$ cat config.mk
export PLATFORM = sky130hd
export DESIGN_NAME = dmem_bus_arbiter_flat
export DESIGN_NICKNAME = d
export VERILOG_FILES = /design/src/rtl/dmem_bus_arbiter_if.sv /design/src/rtl/dmem_bus_arbiter.sv /design/src/flat_wrapper.sv
export SDC_FILE = /design/constraint.sdc
export NUM_CORES = 1
export LEC_CHECK = 0
export CAP_MARGIN = 20
export CORE_ASPECT_RATIO = 0.7
export CORE_UTILIZATION = 40
export CTS_BUF_LIST = sky130_fd_sc_hd__clkbuf_8
export CTS_CLUSTER_SIZE = 16
export DETAILED_ROUTE_END_ITERATION = 10
export GPL_TIMING_DRIVEN = 0
export PLACE_DENSITY = 0.79
export SYNTH_ARGS = -nofsm -noshare
export SYNTH_HDL_FRONTEND = slang
export SYNTH_SLANG_ARGS = --single-unit
$ cat constraint.sdc
create_clock -name clk -period 8.7 [get_ports clk]
set_input_delay 1.74 -clock clk [delete_from_list [all_inputs] [get_ports clk]]
set_output_delay 1.74 -clock clk [all_outputs]
set_load 0.02 [all_outputs]
$ cat src/rtl/dmem_bus_arbiter_if.sv
// Requester and memory-side signals of the dmem/SEG bus arbiter.
// slave: the arbiter; master: the requesters plus the DMEM read port.
interface dmem_bus_arbiter_if #(
    parameter int AW = 11
);
    logic          req0, req1;
    logic          we0, we1;
    logic [31:0]   addr0, addr1;
    logic [31:0]   wdata0, wdata1;
    logic          gnt0, gnt1;
    logic          rvalid0, rvalid1;
    logic [31:0]   rdata;
    logic          err;
    logic [31:0]   err_addr;
    logic [AW-1:0] mem_addr;
    logic          mem_we;
    logic [31:0]   mem_wdata;
    logic [31:0]   mem_rdata;
    logic          seg_we;
    logic [31:0]   seg_wdata;

    modport slave (
        input  req0, req1, we0, we1, addr0, addr1, wdata0, wdata1, mem_rdata,
        output gnt0, gnt1, rvalid0, rvalid1, rdata, err, err_addr,
               mem_addr, mem_we, mem_wdata, seg_we, seg_wdata
    );

    modport master (
        output req0, req1, we0, we1, addr0, addr1, wdata0, wdata1, mem_rdata,
        input  gnt0, gnt1, rvalid0, rvalid1, rdata, err, err_addr,
               mem_addr, mem_we, mem_wdata, seg_we, seg_wdata
    );
endinterface

$ cat src/rtl/dmem_bus_arbiter.sv
// Two-port arbiter for the single-port DMEM and the SEG register.
// Port 0 = CPU, port 1 = loader. One access per cycle, combinational grant,
// registered read data one cycle later, out-of-window accesses flagged.
module dmem_bus_arbiter #(
    parameter logic [31:0] DMEM_BASE  = 32'h1001_0000,
    parameter int          DMEM_WORDS = 2048,
    parameter logic [31:0] SEG_ADDR   = 32'h1002_0000,
    parameter int          STARVE_MAX = 4,
    parameter int          BURST_MAX  = 8
) (
    input logic               clk,
    input logic               reset,
    dmem_bus_arbiter_if.slave bus
);
    localparam int          AW         = $clog2(DMEM_WORDS);
    localparam int          SW         = $clog2(STARVE_MAX + 1);
    localparam int          BW         = $clog2(BURST_MAX + 1);
    localparam logic [31:0] DMEM_END   = DMEM_BASE + 32'(4 * DMEM_WORDS);
    localparam logic [SW-1:0] STARVE_TOP = SW'(STARVE_MAX);
    localparam logic [BW-1:0] BURST_TOP  = BW'(BURST_MAX);

    typedef enum logic {OWN_CPU, OWN_LDR} owner_t;

    owner_t        owner_last;
    logic [SW-1:0] starve_cnt;
    logic [BW-1:0] burst_cnt;
    logic [31:0]   seg_shadow;
    logic          rvalid0_q, rvalid1_q, err_q;
    logic [31:0]   rdata_q, err_addr_q;

    logic        pick_ldr, gnt0, gnt1, any_gnt;
    logic        sel_we, hit_dmem, hit_seg, miss, mem_we, seg_we;
    logic [31:0] sel_addr, sel_wdata;

    // Winner selection: burst continuation, then burst cap, then starvation relief, else CPU.
    always_comb begin
        pick_ldr = 1'b0;
        if (bus.req1 && !bus.req0) begin
            pick_ldr = 1'b1;
        end else if (bus.req1 && bus.req0) begin
            if (owner_last == OWN_LDR && burst_cnt < BURST_TOP)
                pick_ldr = 1'b1;
            else if (burst_cnt == BURST_TOP)
                pick_ldr = 1'b0;
            else
                pick_ldr = (starve_cnt == STARVE_TOP);
        end
    end

    // Grants are held off for the whole time reset is asserted.
    assign gnt1    = reset && pick_ldr;
    assign gnt0    = reset && bus.req0 && !pick_ldr;
    assign any_gnt = gnt0 || gnt1;

    // With no grant the mux rests on port 0, so the memory address follows the CPU.
    assign sel_addr  = pick_ldr ? bus.addr1  : bus.addr0;
    assign sel_wdata = pick_ldr ? bus.wdata1 : bus.wdata0;
    assign sel_we    = pick_ldr ? bus.we1    : bus.we0;

    // DMEM takes precedence should the SEG address ever be placed inside the window.
    assign hit_dmem = (sel_addr >= DMEM_BASE) && (sel_addr < DMEM_END);
    assign hit_seg  = (sel_addr[31:2] == SEG_ADDR[31:2]) && !hit_dmem;
    assign miss     = !hit_dmem && !hit_seg;
    assign mem_we   = any_gnt && sel_we && hit_dmem;
    assign seg_we   = any_gnt && sel_we && hit_seg;

    assign bus.gnt0      = gnt0;
    assign bus.gnt1      = gnt1;
    assign bus.mem_addr  = AW'((sel_addr - DMEM_BASE) >> 2);
    assign bus.mem_wdata = sel_wdata;
    assign bus.mem_we    = mem_we;
    assign bus.seg_we    = seg_we;
    assign bus.seg_wdata = sel_wdata;
    assign bus.rvalid0   = rvalid0_q;
    assign bus.rvalid1   = rvalid1_q;
    assign bus.rdata     = rdata_q;
    assign bus.err       = err_q;
    assign bus.err_addr  = err_addr_q;

    // Fairness history: who won last cycle and how long each side has been kept waiting.
    always_ff @(posedge clk or negedge reset) begin
        if (!reset) begin
            owner_last <= OWN_CPU;
            starve_cnt <= '0;
            burst_cnt  <= '0;
        end else begin
            owner_last <= gnt1 ? OWN_LDR : OWN_CPU;
            if (gnt1 || !bus.req1)
                starve_cnt <= '0;
            else if (gnt0 && starve_cnt != STARVE_TOP)
                starve_cnt <= starve_cnt + 1'b1;
            if (gnt0 || !bus.req0)
                burst_cnt <= '0;
            else if (gnt1 && burst_cnt != BURST_TOP)
                burst_cnt <= burst_cnt + 1'b1;
        end
    end

    // Read return, error report and SEG shadow update, all one cycle behind the grant.
    always_ff @(posedge clk or negedge reset) begin
        if (!reset) begin
            rvalid0_q  <= 1'b0;
            rvalid1_q  <= 1'b0;
            rdata_q    <= '0;
            err_q      <= 1'b0;
            err_addr_q <= '0;
            seg_shadow <= '0;
        end else begin
            rvalid0_q <= gnt0 && !bus.we0;
            rvalid1_q <= gnt1 && !bus.we1;
            err_q     <= any_gnt && miss;
            if (any_gnt && miss)
                err_addr_q <= sel_addr;
            if (any_gnt && !sel_we)
                rdata_q <= hit_dmem ? bus.mem_rdata :
                           hit_seg  ? seg_shadow    : 32'hDEAD_BEEF;
            if (seg_we)
                seg_shadow <= sel_wdata;
        end
    end
endmodule

$ cat src/flat_wrapper.sv
// flat-port wrapper written by rule: the top's interface ports become plain ports
module dmem_bus_arbiter_flat 
#(
    parameter logic [31:0] DMEM_BASE  = 32'h1001_0000,
    parameter int          DMEM_WORDS = 2048,
    parameter logic [31:0] SEG_ADDR   = 32'h1002_0000,
    parameter int          STARVE_MAX = 4,
    parameter int          BURST_MAX  = 8
)
  (clk, reset, bus_req0, bus_req1, bus_we0, bus_we1, bus_addr0, bus_addr1, bus_wdata0, bus_wdata1, bus_mem_rdata, bus_gnt0, bus_gnt1, bus_rvalid0, bus_rvalid1, bus_rdata, bus_err, bus_err_addr, bus_mem_addr, bus_mem_we, bus_mem_wdata, bus_seg_we, bus_seg_wdata);
  dmem_bus_arbiter_if #(.AW(11)) bus_i ();
  input logic clk;
  input logic reset;
  input wire logic [$bits(bus_i.req0)-1:0] bus_req0;
  input wire logic [$bits(bus_i.req1)-1:0] bus_req1;
  input wire logic [$bits(bus_i.we0)-1:0] bus_we0;
  input wire logic [$bits(bus_i.we1)-1:0] bus_we1;
  input wire logic [$bits(bus_i.addr0)-1:0] bus_addr0;
  input wire logic [$bits(bus_i.addr1)-1:0] bus_addr1;
  input wire logic [$bits(bus_i.wdata0)-1:0] bus_wdata0;
  input wire logic [$bits(bus_i.wdata1)-1:0] bus_wdata1;
  input wire logic [$bits(bus_i.mem_rdata)-1:0] bus_mem_rdata;
  output wire logic [$bits(bus_i.gnt0)-1:0] bus_gnt0;
  output wire logic [$bits(bus_i.gnt1)-1:0] bus_gnt1;
  output wire logic [$bits(bus_i.rvalid0)-1:0] bus_rvalid0;
  output wire logic [$bits(bus_i.rvalid1)-1:0] bus_rvalid1;
  output wire logic [$bits(bus_i.rdata)-1:0] bus_rdata;
  output wire logic [$bits(bus_i.err)-1:0] bus_err;
  output wire logic [$bits(bus_i.err_addr)-1:0] bus_err_addr;
  output wire logic [$bits(bus_i.mem_addr)-1:0] bus_mem_addr;
  output wire logic [$bits(bus_i.mem_we)-1:0] bus_mem_we;
  output wire logic [$bits(bus_i.mem_wdata)-1:0] bus_mem_wdata;
  output wire logic [$bits(bus_i.seg_we)-1:0] bus_seg_we;
  output wire logic [$bits(bus_i.seg_wdata)-1:0] bus_seg_wdata;
  assign bus_i.req0 = bus_req0;
  assign bus_i.req1 = bus_req1;
  assign bus_i.we0 = bus_we0;
  assign bus_i.we1 = bus_we1;
  assign bus_i.addr0 = bus_addr0;
  assign bus_i.addr1 = bus_addr1;
  assign bus_i.wdata0 = bus_wdata0;
  assign bus_i.wdata1 = bus_wdata1;
  assign bus_i.mem_rdata = bus_mem_rdata;
  assign bus_gnt0 = bus_i.gnt0;
  assign bus_gnt1 = bus_i.gnt1;
  assign bus_rvalid0 = bus_i.rvalid0;
  assign bus_rvalid1 = bus_i.rvalid1;
  assign bus_rdata = bus_i.rdata;
  assign bus_err = bus_i.err;
  assign bus_err_addr = bus_i.err_addr;
  assign bus_mem_addr = bus_i.mem_addr;
  assign bus_mem_we = bus_i.mem_we;
  assign bus_mem_wdata = bus_i.mem_wdata;
  assign bus_seg_we = bus_i.seg_we;
  assign bus_seg_wdata = bus_i.seg_wdata;
  dmem_bus_arbiter #(.DMEM_BASE(DMEM_BASE), .DMEM_WORDS(DMEM_WORDS), .SEG_ADDR(SEG_ADDR), .STARVE_MAX(STARVE_MAX), .BURST_MAX(BURST_MAX)) u_core (.clk(clk), .reset(reset), .bus(bus_i));
endmodule
==> results.txt, run 1 <==
TritonCTS clock tree - yes
Top FF cell, synth - dfrtp_1
R2r worst-path depth - 11
Total core area - 13,900 um2
Leak - 4.21 nW
Final Max Slew Viols - 0
Hold Crit Class - register to register
Delay-heaviest family, CP - buffers and inverters
First-pass DRT Iterations - 9
Library cells used by synthesis - 43
Number of synthesized flops with an enable pin - 0
Maximum vdd drop - 0.0929 mV
Hpwl dp - 15.6 mm
Worst Setup Start Kind - input port
First-pass GRT wire length - 29.7 mm
Vias in the first global route - 5,448
Postcts setup bufs - 0
N_diodes - 0
Clk Latency, worst-skew pair - 370 ps
Die Ht - 102 um
Max layer used - met4
Via/cell ratio - 4.93
IO buf count - 311
CP max FO - 10
Final Cell Area - 9300 um2
Tot Pwr - 1.39 mW
NumNets Final - 1,124
Flops & latches, synth - 107
Crit path largest cell delay - 590 ps
Gr usage total - 26.8%
Commonest non-fill, non-tap cell in the layout - clkdlybuf4s50_1
Final wirelength - 19.8 mm
GPL Wtd Cong - 0.921
Syn avg cell area - 9.06 um2
Total gr overflow - 0
Hold Path Sink - u_core.bus.rdata[31]
Routed length on met3 - 1.24 mm
Skew final - 9.68 ps
Max H-tree Level - 3
R2R Path Start - u_core.burst_cnt[0]
Post-synthesis sequential area ratio - 46.9%
Slowest stage cell on the critical path - clkdlybuf4s50_1
Layout cells sized above 1 - 13.3%
Area Overhead vs Synth - 62.7%
Max_cap viols - 0
YS warnings - 0
Clk slew on worst S/H paths - 100 ps
IO Pins - 312
Initial antenna violation count - 0
Die width - 145 um
Top cell type's share of synthesized area - 46.9%
Fraction of registers with async set/reset - 100%
CP Class - input port to output pin
CP required - 6960 ps
Root buf cell - clkbuf_8
Worst-path cell chain - clkdlybuf4s50_1 -> clkinv_1 -> o21a_1 -> nor2_1 -> clkbuf_1 -> clkbuf_1 -> nand2_1 -> nand2_1 -> buf_4 -> clkdlybuf4s50_1
# rows - 36
WHS - 488 ps
Final Cycle Share - 81.4%
Number of remaining DRC errors - 0
Initial Utilization - 41.1%
Wirelength per Cell - 17.2 um
Die Area - 14,800 um2
Setup TNS - 0 ps
Hold Startpoint - u_core.bus.rdata[31]
Final hold violation count - 0
RSZ-0062 raised after global routing - false
Crit path DAT - 5350 ps
Buf/Inv on CP - 6
Hold-fix buffers, CTS - 0
Clock buffer depth - 2
# resized after CTS - 0
CTS Sinks - 107
Final min period - 7090 ps
Final Setup Violations - 0
Status - complete, no violations
CP Capture Type - output pin
Post-placement cell area - 9090 um2
Power Dens Cells - 150 nW/um2
DRT met1 WL - 9.14 mm
Hold Path Depth - 2
Routed Antenna Nets - 0
Cell taking the most area after synthesis - dfrtp_1
Synthesized area - 5710 um2
Rel. slew slack - 30.5%
Synth area leaders - dfrtp_1 (47%), nand2_1 (15%), mux2_2 (11%)
Max Fclk - 0.141 GHz
Syn_nets - 801
DR iter-0 viols - 295
Slack of the worst reg-to-reg path - 5430 ps
Number of clock buffers inserted by TritonCTS - 9
R2r endpoint - u_core.bus.err_addr[23]
Largest net degree at the start of global routing - 60
Met2 routed WL - 9.18 mm
Worst Tran Pin Value - 1040 ps
Most frequent cells in the layout - clkdlybuf4s50_1 (310), nand2_1 (227), dfrtp_1 (107), mux2_2 (58), buf_4 (44)
Mapped Cells - 631
Vias post-DR - 5,670
-- worst reg2reg max path, delay by kind of cell, from the launching register on --
kind                     cells  cell delay, ps
multiplexers                 1             380
AO/OA/AOI/OAI                3             870
buffers and inverters        4             910
flip-flops                   1             430
adder cells (fa/ha/maj)      1             140
AND/OR/NAND/NOR              2             440
-- metrics by stage --
stage	cells	util [%]	setup WS, ps
2_1_floorplan	631	-	3240
3_3_place_gp	1132	65.1	-812
3_5_place_dp	1133	65.3	1600
4_1_cts	1149	66.8	1580
5_1_grt	1149	66.8	1500
6_report	1149	66.8	1610
-- cell usage after synthesis (5+ instances only) --
library cell and instances:
dfrtp_1 107, a2bb2oi_1 10, clkbuf_1 26, nand2_1 227, inv_1 14, nor4_1 8, mux2_2 58, buf_4 43
o22ai_1 26, nor2_1 8, mux2i_1 5, o21ai_0 36
-- layer usage --
layer / global-route usage (%) / vias to the layer above
met2: 44.0 / 196
met3: 5.90 / 16
met5: 0 / -
met4: 5.10 / 0
met1: 36.7 / 2709
li1: - / 2749
-- worst max path at each step --
stage / from / to / slack, ps / cells past startpoint
2_1_floorplan: bus_addr0[11] / bus_seg_we / 3240 / 7
4_1_cts: bus_req0 / bus_seg_wdata[30] / 1580 / 10
6_report: bus_req0 / bus_seg_wdata[30] / 1610 / 10
3_3_place_gp: reset / bus_seg_we / -810 / 6
3_5_place_dp: bus_req0 / bus_seg_wdata[30] / 1600 / 10
5_1_grt: bus_req0 / bus_seg_wdata[27] / 1500 / 10
-- power by group --
| group | internal (mW) | switching (mW) | total, mW |
|---|---|---|---|
| combinational | 0.262 | 0.242 | 0.504 |
| sequential | 0.545 | 0.0256 | 0.570 |
| clock | 0.139 | 0.180 | 0.319 |
| total | 0.946 | 0.448 | 1.39 |
-- layout make-up --
| class | instances | area [um2] |
|---|---|---|
| fill | 1175 | 4620 |
| timing repair buffer | 312 | 3140 |
| sequential | 107 | 2680 |
| multi-input combinational | 431 | 2490 |
| buffer | 78 | 489 |
| tap | 190 | 238 |
| clock buffer | 9 | 124 |
| clock inverter | 7 | 83.8 |
| inverter | 15 | 56.3 |
-- state kept, by name, summed over array words and instances, names as in the netlist --
| register | count |
|---|---|
| u_core.owner_last | 1 |
| u_core.seg_shadow | 32 |
| u_core.burst_cnt | 4 |
| u_core.bus.err | 1 |
| u_core.starve_cnt | 3 |
| u_core.bus.rdata | 32 |
| u_core.bus.rvalid1 | 1 |
| u_core.bus.rvalid0 | 1 |
| u_core.bus.err_addr | 32 |
-- cells by family (layout without fill, tap and decap cells) --
family,Yosys count,count (layout),synth area share [%]
AO/OA/AOI/OAI,88,88,9.79
XOR/XNOR,2,2,0.307
adder cells (fa/ha/maj),4,4,0.876
buffers and inverters,93,421,9.55
flip-flops,107,107,46.9
multiplexers,67,67,13.1
AND/OR/NAND/NOR,270,270,19.5
Power figures use the tool's default switching activity.
==> run 2, diff against run 1 <==
CORE_UTILIZATION = 37   (was 40)
PLACE_DENSITY = 0.77   (was 0.79)
clock period = 5.85 ns   (was 8.7 ns; I/O delays follow)
==> run 2 against run 1 <==
Effect of this change: clock skew shrank 0.92 ps; worst setup slack got worse by 1500 ps; sequential share of layout area is essentially flat; non-clock buffer count did not move; critical endpoint is now bus_seg_we; largest power group unchanged.
==> results.txt, run 2 (synthesis results as in run 1) <==
Status - complete, no violations (unchanged)
CP max FO - 10 (unchanged)
CP required - 4680 ps (was 6960 ps)
Slack of the worst reg-to-reg path - 2560 ps (was 5430 ps)
Number of remaining DRC errors - 0 (unchanged)
IO buf count - 311 (unchanged)
Initial antenna violation count - 0 (unchanged)
CP Depth - 9 (was 10)
WHS - 487 ps (was 488 ps)
Final Setup Violations - 0 (unchanged)
CTS Sinks - 107 (unchanged)
Number of clock buffers inserted by TritonCTS - 9 (unchanged)
Setup TNS - 0 ps (unchanged)
Power Dens Cells - 223 nW/um2 (was 150 nW/um2)
Delay-heaviest family, CP - buffers and inverters (unchanged)
Commonest non-fill, non-tap cell in the layout - clkdlybuf4s50_1 (unchanged)
Final hold violation count - 0 (unchanged)
Area Overhead vs Synth - 62.7% (about the same)
Hpwl dp - 15.9 mm (was 15.6 mm)
Hold Path Depth - 2 (unchanged)
R2r worst-path depth - 11 (unchanged)
Die width - 151 um (was 145 um)
TritonCTS clock tree - yes (unchanged)
Final Max Slew Viols - 0 (unchanged)
Clock buffer depth - 2 (unchanged)
Most frequent cells in the layout - clkdlybuf4s50_1 (310), nand2_1 (227), dfrtp_1 (107), mux2_2 (58), buf_4 (44) (unchanged)
Vias post-DR - 5,648 (was 5,670)
CP Capture Type - output pin (unchanged)
Crit path DAT - 4520 ps (was 5350 ps)
Final wirelength - 20.0 mm (was 19.8 mm)
Vias in the first global route - 5,620 (was 5,448)
DR iter-0 viols - 242 (was 295)
Gr usage total - 25.4% (was 26.8%)
Hold-fix buffers, CTS - 0 (unchanged)
Crit path largest cell delay - 620 ps (was 590 ps)
Rel. slew slack - 36.5% (was 30.5%)
Die Area - 16,000 um2 (was 14,800 um2)
RSZ-0062 raised after global routing - false (unchanged)
Routed Antenna Nets - 0 (unchanged)
Via/cell ratio - 4.90 (was 4.93)
# rows - 37 (was 36)
NumNets Final - 1,124 (unchanged)
CP Class - input port to output pin (unchanged)
GPL Wtd Cong - 0.867 (was 0.921)
Buf/Inv on CP - 4 (was 6)
Max_cap viols - 0 (unchanged)
Total core area - 14,900 um2 (was 13,900 um2)
Worst-path cell chain - clkdlybuf4s50_1 -> or4_1 -> or4_1 -> or2_1 -> o32a_1 -> buf_6 -> a211oi_4 -> buf_6 -> clkdlybuf4s50_1 (was clkdlybuf4s50_1 -> clkinv_1 -> o21a_1 -> nor2_1 -> clkbuf_1 -> clkbuf_1 -> nand2_1 -> nand2_1 -> buf_4 -> clkdlybuf4s50_1)
Clk Latency, worst-skew pair - 370 ps (about the same)
Maximum vdd drop - 0.128 mV (was 0.0929 mV)
Wirelength per Cell - 17.3 um (was 17.2 um)
Max Fclk - 0.176 GHz
Initial Utilization - 38.3% (was 41.1%)
N_diodes - 0 (unchanged)
First-pass DRT Iterations - 4 (was 9)
Total gr overflow - 0 (unchanged)
Worst Tran Pin Value - 953 ps (was 1040 ps)
Postcts setup bufs - 0 (unchanged)
Leak - 4.21 nW (about the same)
Die Ht - 106 um (was 102 um)
Clk slew on worst S/H paths - 100 ps (about the same)
Largest net degree at the start of global routing - 57 (was 60)
Final min period - 5690 ps
Hold Crit Class - register to register (unchanged)
Worst Setup Start Kind - input port (unchanged)
Skew final - 8.76 ps (was 9.68 ps)
Layout cells sized above 1 - 13.5% (was 13.3%)
Slowest stage cell on the critical path - clkdlybuf4s50_1 (unchanged)
First-pass GRT wire length - 30.7 mm (was 29.7 mm)
Final Cycle Share - 97.3%
Max H-tree Level - 3 (unchanged)
IO Pins - 312 (unchanged)
Root buf cell - clkbuf_8 (unchanged)
==> run 2: cell count changes in the layout (fill, tap and decap cells not counted), sizes merged <==
cell      change
clkinv        -2
clkbuf        +1
clkinvlp      +1
inv           -1
==> run 2: layer usage <==
layer	GRT usage, %	wire [um]
met1	34.9	9140
met2	40.6	9260
met3	5.84	1330
met4	5.70	248
met5	0	0
==> run 2: final cells by class <==
cell class / count / area (um2)
inverter: 15 / 56.3
clock buffer: 10 / 138
multi-input combinational: 431 / 2490
sequential: 107 / 2680
tap: 195 / 244
buffer: 78 / 492
fill: 1316 / 5610
timing repair buffer: 312 / 3140
clock inverter: 5 / 60.1
==> run 2: power by group <==
group          internal, mW  total, mW  switching [mW]
Sequential            0.810      0.849          0.0385
Combinational         0.390      0.751           0.362
Clock                 0.210      0.475           0.265
Total                  1.41       2.08           0.665
==> run 2: per-stage QoR <==
step | power (mW) | area (um2) | instances | utilization [%] | setup WS (ps)
finish | 2.08 | 9300 | 1153 | 62.4 | 160
floorplan | 1.19 | 5710 | 631 | - | 1530
CTS | 2.10 | 9300 | 1153 | 62.4 | 131
detailed placement | 1.62 | 9100 | 1138 | 61.0 | -27.3
global route | 2.18 | 9300 | 1153 | 62.4 | 5.14
global placement | 1.61 | 9070 | 1137 | 60.9 | -2570
==> run 2: what timing repair did <==
item / CTS / global route
pin swaps: 0 / 0
resized for setup: 1 / 2
gates cloned: 0 / 0
endpoints found under the setup margin: 5 / 1
==> run 2: final timing paths <==
kind                                startpoint                       to
setup reg to reg           u_core.burst_cnt[0]  u_core.bus.err_addr[21]
min in group asynchronous                reset   u_core.bus.err_addr[8]
hold reg to reg            u_core.bus.rdata[8]      u_core.bus.rdata[8]
max in group asynchronous                reset    u_core.seg_shadow[10]
hold / removal             u_core.bus.rdata[8]      u_core.bus.rdata[8]
setup / recovery                 bus_addr0[11]               bus_seg_we
==> run 2: worst register-to-register path: stages, from the launching register on <==
cell	delay (ps)
dfrtp_1	440
inv_1	80
ha_1	140
nand3b_1	150
and4_1	280
o2111ai_1	390
o22a_1	210
clkbuf_1	380
o2111a_1	250
buf_2	180
buf_2	300
mux2_2	380
